[config.mk]
export PLATFORM = sky130hd
export DESIGN_NAME = memtest_ctrl
export DESIGN_NICKNAME = d
export VERILOG_FILES = /design/src/rtl/memtest_pkg.sv /design/src/rtl/memtest_cmp.sv /design/src/rtl/memtest_ctrl.sv
export SDC_FILE = /design/constraint.sdc
export NUM_CORES = 1
export LEC_CHECK = 0
export CORE_AREA = 2 2 90 101
export CTS_CLUSTER_DIAMETER = 120
export DETAILED_ROUTE_END_ITERATION = 10
export DIE_AREA = 0 0 92 103
export PLACE_DENSITY = 0.59
export SETUP_SLACK_MARGIN = 0.3
export SLEW_MARGIN = 5
export SYNTH_ARGS = -nofsm -noshare
export SYNTH_HDL_FRONTEND = slang
export SYNTH_SLANG_ARGS = --single-unit
[constraint.sdc]
create_clock -name clk -period 2.2 [get_ports clk]
set_clock_uncertainty 0.1 [all_clocks]
set_input_delay 0.66 -clock clk [delete_from_list [all_inputs] [get_ports clk]]
set_output_delay 0.66 -clock clk [all_outputs]
set_load 0.01 [all_outputs]
[src/rtl/memtest_pkg.sv]
// Shared types, default geometry and the test-pattern function for the
// memory write/verify sequencer.
package memtest_pkg;

    typedef enum logic [2:0] {
        ST_IDLE,
        ST_WRITE,
        ST_READ,
        ST_DRAIN,
        ST_DONE
    } memtest_state_t;

    localparam int MT_ADDR_W = 10;
    localparam int MT_DATA_W = 8;
    localparam int MT_DEPTH  = 1 << MT_ADDR_W;

    // Pattern is (2*addr) mod 2**DATA_W, optionally bit-inverted.
    function automatic logic [MT_DATA_W-1:0] mt_pattern(input logic [MT_ADDR_W-1:0] addr,
                                                         input logic inv);
        logic [MT_DATA_W-1:0] p;
        p = MT_DATA_W'(addr << 1);
        return inv ? ~p : p;
    endfunction

endpackage

[src/rtl/memtest_cmp.sv]
// Read-latency pipe for expected data/address, plus comparator and
// error accumulator that records the first failing address.
module memtest_cmp
    import memtest_pkg::*;
#(
    parameter int ADDR_W = MT_ADDR_W,
    parameter int DATA_W = MT_DATA_W,
    parameter int RD_LAT = 1
) (
    input  logic              clk,
    input  logic              rst,
    input  logic              clear,
    input  logic              rd_valid,
    input  logic [ADDR_W-1:0] rd_addr,
    input  logic [DATA_W-1:0] rd_exp,
    input  logic [DATA_W-1:0] mem_dout,
    output logic              hit,
    output logic [ADDR_W:0]   err_cnt,
    output logic [ADDR_W-1:0] fail_addr
);

    logic              vld_pipe  [RD_LAT];
    logic [ADDR_W-1:0] addr_pipe [RD_LAT];
    logic [DATA_W-1:0] exp_pipe  [RD_LAT];
    logic              first_seen;

    always_ff @(posedge clk) begin
        if (rst || clear) begin
            for (int i = 0; i < RD_LAT; i++) begin
                vld_pipe[i]  <= 1'b0;
                addr_pipe[i] <= '0;
                exp_pipe[i]  <= '0;
            end
        end else begin
            vld_pipe[0]  <= rd_valid;
            addr_pipe[0] <= rd_addr;
            exp_pipe[0]  <= rd_exp;
            for (int i = 1; i < RD_LAT; i++) begin
                vld_pipe[i]  <= vld_pipe[i-1];
                addr_pipe[i] <= addr_pipe[i-1];
                exp_pipe[i]  <= exp_pipe[i-1];
            end
        end
    end

    // The last pipe slot lines up with the memory's data_out for that read.
    assign hit = vld_pipe[RD_LAT-1] && (exp_pipe[RD_LAT-1] != mem_dout);

    always_ff @(posedge clk) begin
        if (rst || clear) begin
            err_cnt    <= '0;
            fail_addr  <= '0;
            first_seen <= 1'b0;
        end else if (hit) begin
            err_cnt <= err_cnt + 1'b1;
            if (!first_seen) begin
                fail_addr  <= addr_pipe[RD_LAT-1];
                first_seen <= 1'b1;
            end
        end
    end

endmodule

[src/rtl/memtest_ctrl.sv]
// Write/verify sequencer for the 1024 x 8 RAM. Optional second inverted-pattern
// pass is enabled by defining MEMTEST_INV_PASS_EN.
module memtest_ctrl
    import memtest_pkg::*;
#(
    parameter int ADDR_W = MT_ADDR_W,
    parameter int DATA_W = MT_DATA_W,
    parameter int DEPTH  = MT_DEPTH,
    parameter int RD_LAT = 1
) (
    input  logic              clk,
    input  logic              rst,
    input  logic              start,
    input  logic              mode,
    output logic              busy,
    output logic              done,
    output logic              pass,
    output logic [ADDR_W:0]   err_cnt,
    output logic [ADDR_W-1:0] fail_addr,
    output logic              mem_cs,
    output logic              mem_wr,
    output logic [ADDR_W-1:0] mem_addr,
    output logic [DATA_W-1:0] mem_din,
    input  logic [DATA_W-1:0] mem_dout
);

    memtest_state_t    state, state_n;
    logic [ADDR_W-1:0] cnt, cnt_n, cnt_inc;
    logic              mode_q, mode_n;
    logic              busy_n, done_n, pass_n;
    logic              cs_n, wr_n;
    logic [ADDR_W-1:0] addr_n;
    logic [DATA_W-1:0] din_n;
    logic              clear;
    logic              hit;
    logic              inv_sel;

`ifdef MEMTEST_INV_PASS_EN
    logic inv_q, inv_n;
    assign inv_sel = inv_q;
`else
    assign inv_sel = 1'b0;
`endif

    assign cnt_inc = cnt + 1'b1;

    // Every output is registered, so the next-cycle values are formed here.
    always_comb begin
        state_n = state;
        cnt_n   = cnt;
        mode_n  = mode_q;
        busy_n  = 1'b1;
        done_n  = 1'b0;
        pass_n  = pass;
        cs_n    = 1'b0;
        wr_n    = 1'b0;
        addr_n  = '0;
        din_n   = '0;
        clear   = 1'b0;
`ifdef MEMTEST_INV_PASS_EN
        inv_n   = inv_q;
`endif
        case (state)
            ST_IDLE: begin
                busy_n = 1'b0;
                if (start) begin
                    state_n = ST_WRITE;
                    cnt_n   = '0;
                    mode_n  = mode;
                    busy_n  = 1'b1;
                    pass_n  = 1'b0;
                    clear   = 1'b1;
                    cs_n    = 1'b1;
                    wr_n    = 1'b1;
                    din_n   = DATA_W'(mt_pattern(MT_ADDR_W'(0), 1'b0));
`ifdef MEMTEST_INV_PASS_EN
                    inv_n   = 1'b0;
`endif
                end
            end
            ST_WRITE: begin
                if (cnt == ADDR_W'(DEPTH-1)) begin
                    cnt_n = '0;
                    if (mode_q) begin
                        state_n = ST_READ;
                        cs_n    = 1'b1;
                    end else begin
                        state_n = ST_DONE;
                        done_n  = 1'b1;
                        pass_n  = (err_cnt == '0) && !hit;
                    end
                end else begin
                    cnt_n  = cnt_inc;
                    cs_n   = 1'b1;
                    wr_n   = 1'b1;
                    addr_n = cnt_inc;
                    din_n  = DATA_W'(mt_pattern(MT_ADDR_W'(cnt_inc), inv_sel));
                end
            end
            ST_READ: begin
                if (cnt == ADDR_W'(DEPTH-1)) begin
                    state_n = ST_DRAIN;
                    cnt_n   = '0;
                end else begin
                    cnt_n  = cnt_inc;
                    cs_n   = 1'b1;
                    addr_n = cnt_inc;
                end
            end
            ST_DRAIN: begin
                if (cnt == ADDR_W'(RD_LAT-1)) begin
                    cnt_n = '0;
`ifdef MEMTEST_INV_PASS_EN
                    if (!inv_q) begin
                        state_n = ST_WRITE;
                        inv_n   = 1'b1;
                        cs_n    = 1'b1;
                        wr_n    = 1'b1;
                        din_n   = DATA_W'(mt_pattern(MT_ADDR_W'(0), 1'b1));
                    end else begin
                        state_n = ST_DONE;
                        done_n  = 1'b1;
                        pass_n  = (err_cnt == '0) && !hit;
                    end
`else
                    state_n = ST_DONE;
                    done_n  = 1'b1;
                    pass_n  = (err_cnt == '0) && !hit;
`endif
                end else begin
                    cnt_n = cnt_inc;
                end
            end
            ST_DONE: begin
                state_n = ST_IDLE;
                busy_n  = 1'b0;
            end
            default: begin
                state_n = ST_IDLE;
                busy_n  = 1'b0;
            end
        endcase
    end

    always_ff @(posedge clk) begin
        if (rst) begin
            state    <= ST_IDLE;
            cnt      <= '0;
            mode_q   <= 1'b0;
            busy     <= 1'b0;
            done     <= 1'b0;
            pass     <= 1'b0;
            mem_cs   <= 1'b0;
            mem_wr   <= 1'b0;
            mem_addr <= '0;
            mem_din  <= '0;
`ifdef MEMTEST_INV_PASS_EN
            inv_q    <= 1'b0;
`endif
        end else begin
            state    <= state_n;
            cnt      <= cnt_n;
            mode_q   <= mode_n;
            busy     <= busy_n;
            done     <= done_n;
            pass     <= pass_n;
            mem_cs   <= cs_n;
            mem_wr   <= wr_n;
            mem_addr <= addr_n;
            mem_din  <= din_n;
`ifdef MEMTEST_INV_PASS_EN
            inv_q    <= inv_n;
`endif
        end
    end

    memtest_cmp #(
        .ADDR_W (ADDR_W),
        .DATA_W (DATA_W),
        .RD_LAT (RD_LAT)
    ) u_cmp (
        .clk       (clk),
        .rst       (rst),
        .clear     (clear),
        .rd_valid  (mem_cs && !mem_wr),
        .rd_addr   (mem_addr),
        .rd_exp    (DATA_W'(mt_pattern(MT_ADDR_W'(mem_addr), inv_sel))),
        .mem_dout  (mem_dout),
        .hit       (hit),
        .err_cnt   (err_cnt),
        .fail_addr (fail_addr)
    );

endmodule
* Yosys cells after proc, flatten, opt, wreduce, memory -nomap -nowiden
Memory sizes are Yosys's and may differ from the RTL's. A register that Yosys moved wholly into a read port is not among the register bits.
Index checks and enable logic that the tools add are counted.
** Word-level totals
- Register bits :: 49
- RAM bits :: 18
- Output and inout port bits :: 44
- Input port bits :: 12
- ROM bits :: 0
- Memories kept :: 3
- Latch bits :: 0
** Cells by class
- Reductions and logical operators :: 24
- $mul :: 0
- Bitwise operators :: 3
- Shift-type cells :: 0
- Muxes and demuxes :: 36
- Magnitude comparators :: 0
- Divide/modulo/power cells :: 0
- Eq/ne operators :: 10
- $add $sub $neg :: 2
** Memories
- u_cmp.addr_pipe :: depth 1, width 10, rd ports 1, clocked after memory_dff 1, wr ports 1, line memtest_cmp.sv:23 : logic [ADDR_W-1:0] addr_pipe [RD_LAT];
- u_cmp.exp_pipe :: depth 1, width 7, rd ports 1, clocked after memory_dff 0, wr ports 1, line memtest_cmp.sv:24 : logic [DATA_W-1:0] exp_pipe [RD_LAT];
- u_cmp.vld_pipe :: depth 1, width 1, rd ports 1, clocked after memory_dff 0, wr ports 1, line memtest_cmp.sv:22 : logic vld_pipe [RD_LAT];
** Operators by type and width (number)
- 10-bit 2-to-1 mux :: 4
- 10-bit case mux with 3 select lines :: 1
- 1-bit 2-to-1 mux :: 19
- 3-bit 2-to-1 mux :: 5
- 3-bit case mux with 4 select lines :: 1
- 11-bit by 1-bit adder with 11-bit output, second input constant :: 1
- 11-bit logical NOT :: 1
- 10-bit by 1-bit adder with 10-bit output, second input constant :: 1
- 10-bit == test, second input constant :: 1
- 10-bit logical NOT :: 1
- 2-bit inequality test, second input constant :: 5
- 10-bit OR reduction :: 1
- 8-bit inequality test :: 1
- 7-bit 2-to-1 mux :: 1
- 7-bit OR reduction :: 1
- 3-bit by 2-bit == test with 1-bit output, second input constant :: 2
- 1-bit case mux with 2 select lines :: 3
- 1-bit case mux with 3 select lines :: 2
- 2-bit AND reduction :: 3
- 3-bit nonzero test :: 2
- 2-bit OR reduction :: 3
- 3-bit OR reduction :: 2
- 5-bit AND reduction :: 1
- 4-bit AND reduction :: 1
- other kinds (7) :: 12

* Longest topological paths before layout
An unclocked memory read counts as a cell.
- Word-level depth :: 8
- Depth in mapped cells :: 7

* Modules after synthesis
Synthesis repeated with hierarchy kept, for this count alone.
** Unflattened totals
- Cells, all modules :: 352
- Area, all modules :: 3144.3 µm²
** Modules (own cells, without submodules)
- memtest_ctrl :: cells an instance 193, instances 1, area each 1622.8 µm²
- memtest_cmp :: cells an instance 159, instances 1, area each 1521.5 µm²

* Worst setup path before layout
OpenSTA, ideal clock, no wires.
- Kind :: input -> register
- Start :: input mem_dout[7]
- End :: register u_cmp.err_cnt[8]
- Stages on the path :: 7
- Arrival :: 1.818 ns
- Library setup time :: 0.115 ns
- Slack :: 0.167 ns
- Buffers on the path :: 2
- Path through :: xor2_1 nor4_1 a21bo_1 buf_2 buf_2 nor4_1 o21a_1
** Between the ends
- Longest elaborated chain between the ends :: 2
** Ends and longest elaborated chain
- from (decl) :: line memtest_ctrl.sv:24 : input logic [DATA_W-1:0] mem_dout
- 8-bit inequality test :: line memtest_cmp.sv:47 : assign hit = vld_pipe[RD_LAT-1] && (exp_pipe[RD_LAT-1] != mem_dout);
- 1-bit logical AND :: line memtest_cmp.sv:47
- to (signal assigned) :: line memtest_cmp.sv:55 : err_cnt <= err_cnt + 1'b1;
- to (decl) :: line memtest_cmp.sv:18 : output logic [ADDR_W:0] err_cnt,
No other way between the ends.
A chain may end at the register's enable or synchronous reset.

* Final worst setup path
- Start :: input mem_dout[3]
- End :: register u_cmp.err_cnt[5]
Same word-level chain as after synthesis.

==> out/results.ini <==
[power]
clkPwrFrac = 0.403
p_sw_frac = 0.245
max_vdd_drop_uv = 240
cell_internal_pwr_uw = 2090
netSwitchingPower_uw = 679
power_density_mw_per_mm2 = 652
p_leak_uw = 0.00177
seqPwrFrac = 0.470
power.share.combinational = 0.126

[synth]
synth_area_per_cell_um2 = 9.07
ys_seq_area_frac = 0.480
synth_cells = 317
post_synth_fa_ha_maj_area_fraction = 0.0174
synth.net_count = 333
synth_simple_gate_area_frac = 0.252
ys_types = 49
synth_xor_area_frac = 0.0518
post_synth_main_area_contributors = sky130_fd_sc_hd__dfxtp_1, sky130_fd_sc_hd__nand2_1, sky130_fd_sc_hd__mux2i_1, sky130_fd_sc_hd__nor2_1, sky130_fd_sc_hd__xor2_1
synth_warnings = 0
netlist.top_cell.by_area = sky130_fd_sc_hd__dfxtp_1
synth-main-ff-cell = sky130_fd_sc_hd__dfxtp_1
netlist_area_mm2 = 0.00288
synth_edf_count = 0
ys_seq_elements = 69
synth_top_family_by_area = simple AND/OR/NAND/NOR gates
synth.mux.area_fraction = 0.0453
synthDominantCellAreaShare = 0.480
synth-compound-area-share = 0.105
postSynth.asyncResetShare = 0

[critical_path]
crit_top_cell = sky130_fd_sc_hd__buf_12
cpPeakStageDelay_ns = 0.51
crit_path_end = u_cmp.err_cnt[5]$_SDFFE_PP0P_
worstSetupPathType = in2reg
worst-path-stages = 9
path_cells = buf_6 -> xor2_2 -> nor4_2 -> buf_4 -> a21bo_1 -> buf_12 -> buf_12 -> or4_4 -> a21oi_2
critical_path_arrival_ns = 2.18
rr_worst_depth = 8
worst_ep_required_time_ns = 2.37
setup.reg_to_reg.worst_slack_ns = 0.26
critical-path-top-delay-family = simple AND/OR/NAND/NOR gates
slowest_stage = sky130_fd_sc_hd__or4_4
worstSetupStartpoint = mem_dout[3]
worstReg2RegEnd = u_cmp.err_cnt[5]$_SDFFE_PP0P_
rr_startpoint = u_cmp.exp_pipe[0][2]$_SDFF_PP0_
cp-end-kind = flip-flop
worst_setup_path_start_kind = input port
crit_path_max_fanout = 7
cp.buffers_inverters = 4

[place]
dp.cells = 501
gp_routability_congestion = 0.852
place_hpwl_um = 5050
portBuffers = 54
dpl_cell_area_mm2 = 0.00376
worst_setup_slack_post_dpl_ns = -0.537

[drt]
route.vias.total = 2495
drt_drc_violations_left = 0
detailed_route_iter0_violations = 95
wl_um = 6970
postRouteAntennaNets = 0
wl_per_cell_um = 13.3
detail_route.first_pass.iterations = 4
detail_route.vias_per_cell = 4.75

[die]
pin_count = 56
design.die.area_mm2 = 0.00948
std_cell_rows = 36
core_region_area_mm2 = 0.00856
floorplan.die.width_um = 92
start_util = 0.336
chipHeight_um = 103

[global_route]
first_pass_grt_wire_length_um = 11300
grt_util_all_layers = 0.151
grt_start_max_net_pins = 34
grt_antenna_before_repair = 0
globalRoute.totalOverflow = 0
number_of_global_route_vias_before_repair = 2356

[layout]
utilization = 0.495
areaGrowthSynthToFinish_pct = 47.5
most_frequent_cells_in_the_layout = sky130_fd_sc_hd__dfxtp_1, sky130_fd_sc_hd__dlygate4sd2_1, sky130_fd_sc_hd__nand2_1
final-instance-count-excl-fill = 525
diodes = 0
number_of_nets_in_the_finished_design = 423
final_common_cell = sky130_fd_sc_hd__dfxtp_1
post-route-cell-area_mm2 = 0.00424
drive_gt1_frac = 0.292

[clock_tree]
cts-buffers-inserted = 9
cts_tree = yes
cts.sinks = 69
cts_max_path_buffers = 2
cts_root_buf = sky130_fd_sc_hd__clkbuf_8
clkSlewWorstSetupHoldPaths_ns = 0.07
clock_latency_ns = 0.34
htree_num_levels = 3

[timing]
worst_slack_ns = 0.190
finalCriticalPeriod_ns = 2.01
report.final.slew_viol_count = 0
final_min_period_over_clock_period = 0.914
finalSetupViolCount = 0
finalSetupTns_ns = 0
timing_hold_violations_final = 0
setup_repair_after_global_routing_missed_its_margin = true
max_freq_mhz = 497

[hold_path]
min-delay-path-class = reg2reg

[outcome]
outcome = finished clean

[run]
cap_viol_max_count = 0

routing by layer:
metal,vias up,track usage,routed length [um]
met5,-,0,0
met4,0,0.0746,68
met1,1183,0.187,3180
met3,8,0.0380,206
met2,39,0.249,3510
li1,1265,-,-
power by group through the flow:
| stage | sequential [uW] | clock (uW) | combinational (uW) |
|---|---|---|---|
| floorplan | 1330 | 0 | 161 |
| global placement | 1330 | 0 | 312 |
| detailed placement | 1330 | 0 | 314 |
| CTS | 1300 | 1140 | 320 |
| global route | 1310 | 1200 | 381 |
| finish | 1300 | 1120 | 349 |
how the worst min path moves through the flow:
stage	to	slack (ns)	startpoint	depth (start not counted)
floorplan	u_cmp.fail_addr[7]$_SDFFE_PP0P_	0.32	u_cmp.addr_pipe[0][7]$_SDFF_PP0_	2
global placement	u_cmp.fail_addr[8]$_SDFFE_PP0P_	0.33	u_cmp.addr_pipe[0][8]$_SDFF_PP0_	2
detailed placement	u_cmp.fail_addr[8]$_SDFFE_PP0P_	0.33	u_cmp.addr_pipe[0][8]$_SDFF_PP0_	2
CTS	u_cmp.fail_addr[8]$_SDFFE_PP0P_	0.34	u_cmp.addr_pipe[0][8]$_SDFF_PP0_	2
global route	u_cmp.fail_addr[7]$_SDFFE_PP0P_	0.37	u_cmp.addr_pipe[0][7]$_SDFF_PP0_	2
finish	u_cmp.fail_addr[8]$_SDFFE_PP0P_	0.34	u_cmp.addr_pipe[0][8]$_SDFF_PP0_	2
worst min-delay path, delay by kind of cell (launching register included):
kind,cells,cell delay (ns)
flip-flops,1,0.30
multiplexers,1,0.05
AND/OR/NAND/NOR,1,0.05
Yosys cell counts, drive strengths merged (2+ instances only):
| cell | n |
|---|---|
| or4b | 3 |
| and2 | 10 |
| o211ai | 2 |
| nor4 | 6 |
| clkbuf | 8 |
| a31oi | 6 |
| o21a | 2 |
| a21oi | 15 |
| nand3b | 3 |
| mux2i | 13 |
| nor3 | 6 |
| xnor2 | 5 |
| o31ai | 5 |
| nand4 | 3 |
| or3 | 2 |
| nand3 | 11 |
| dfxtp | 69 |
| inv | 8 |
| or2 | 2 |
| o32ai | 2 |
| nand2 | 40 |
| buf | 10 |
| ha | 4 |
| xor2 | 12 |
| o21ai | 7 |
| or4 | 9 |
| nor4b | 2 |
| nor2 | 34 |
| nand2b | 4 |
timing repair:
item                                    4_1_cts  5_1_grt
endpoints found under the setup margin       70       48
pin swaps                                    18       16
hold buffers                                  0        0
cloned                                        0        1
gates resized for setup                      86       43
endpoints found under the hold margin         0        0
buffers inserted                              2        6
area by class of cell:
type	count	area [um^2]
clock buffers	9	124
clock inverters	6	88.8
fillers	836	4320
inverters	9	33.8
multi-input cells	221	1550
flip-flops and latches	69	1420
well taps	114	143
repair buffers	97	883
registers in the layout, indices dropped and copies added, names as in the netlist:
name and count:
busy 1, cnt 10, done 1, mem_addr 10
mem_cs 1, mem_din 7, mem_wr 1, mode_q 1
pass 1, state 3, u_cmp.addr_pipe 4, u_cmp.err_cnt 11
u_cmp.exp_pipe 6, u_cmp.fail_addr 10, u_cmp.first_seen 1, u_cmp.vld_pipe 1
through the flow:
step	hold WS [ns]	power, uW
final	0.342	2760
after CTS	0.344	2760
after floorplan	0.324	1490
after detailed placement	0.333	1640
after global placement	0.329	1640
after global routing	0.370	2890
cells by family (layout without fill, tap and decap cells):
group                    Yosys count  after routing
AO/OA/AOI/OAI                     46             46
buffers and inverters             27            121
AND/OR/NAND/NOR                  140            140
other                              1              1
flip-flops                        69             69
XOR/XNOR                          17             17
adder cells (fa/ha/maj)            4              4
multiplexers                      13             13
No activity file was read; power rests on OpenSTA's default activity.
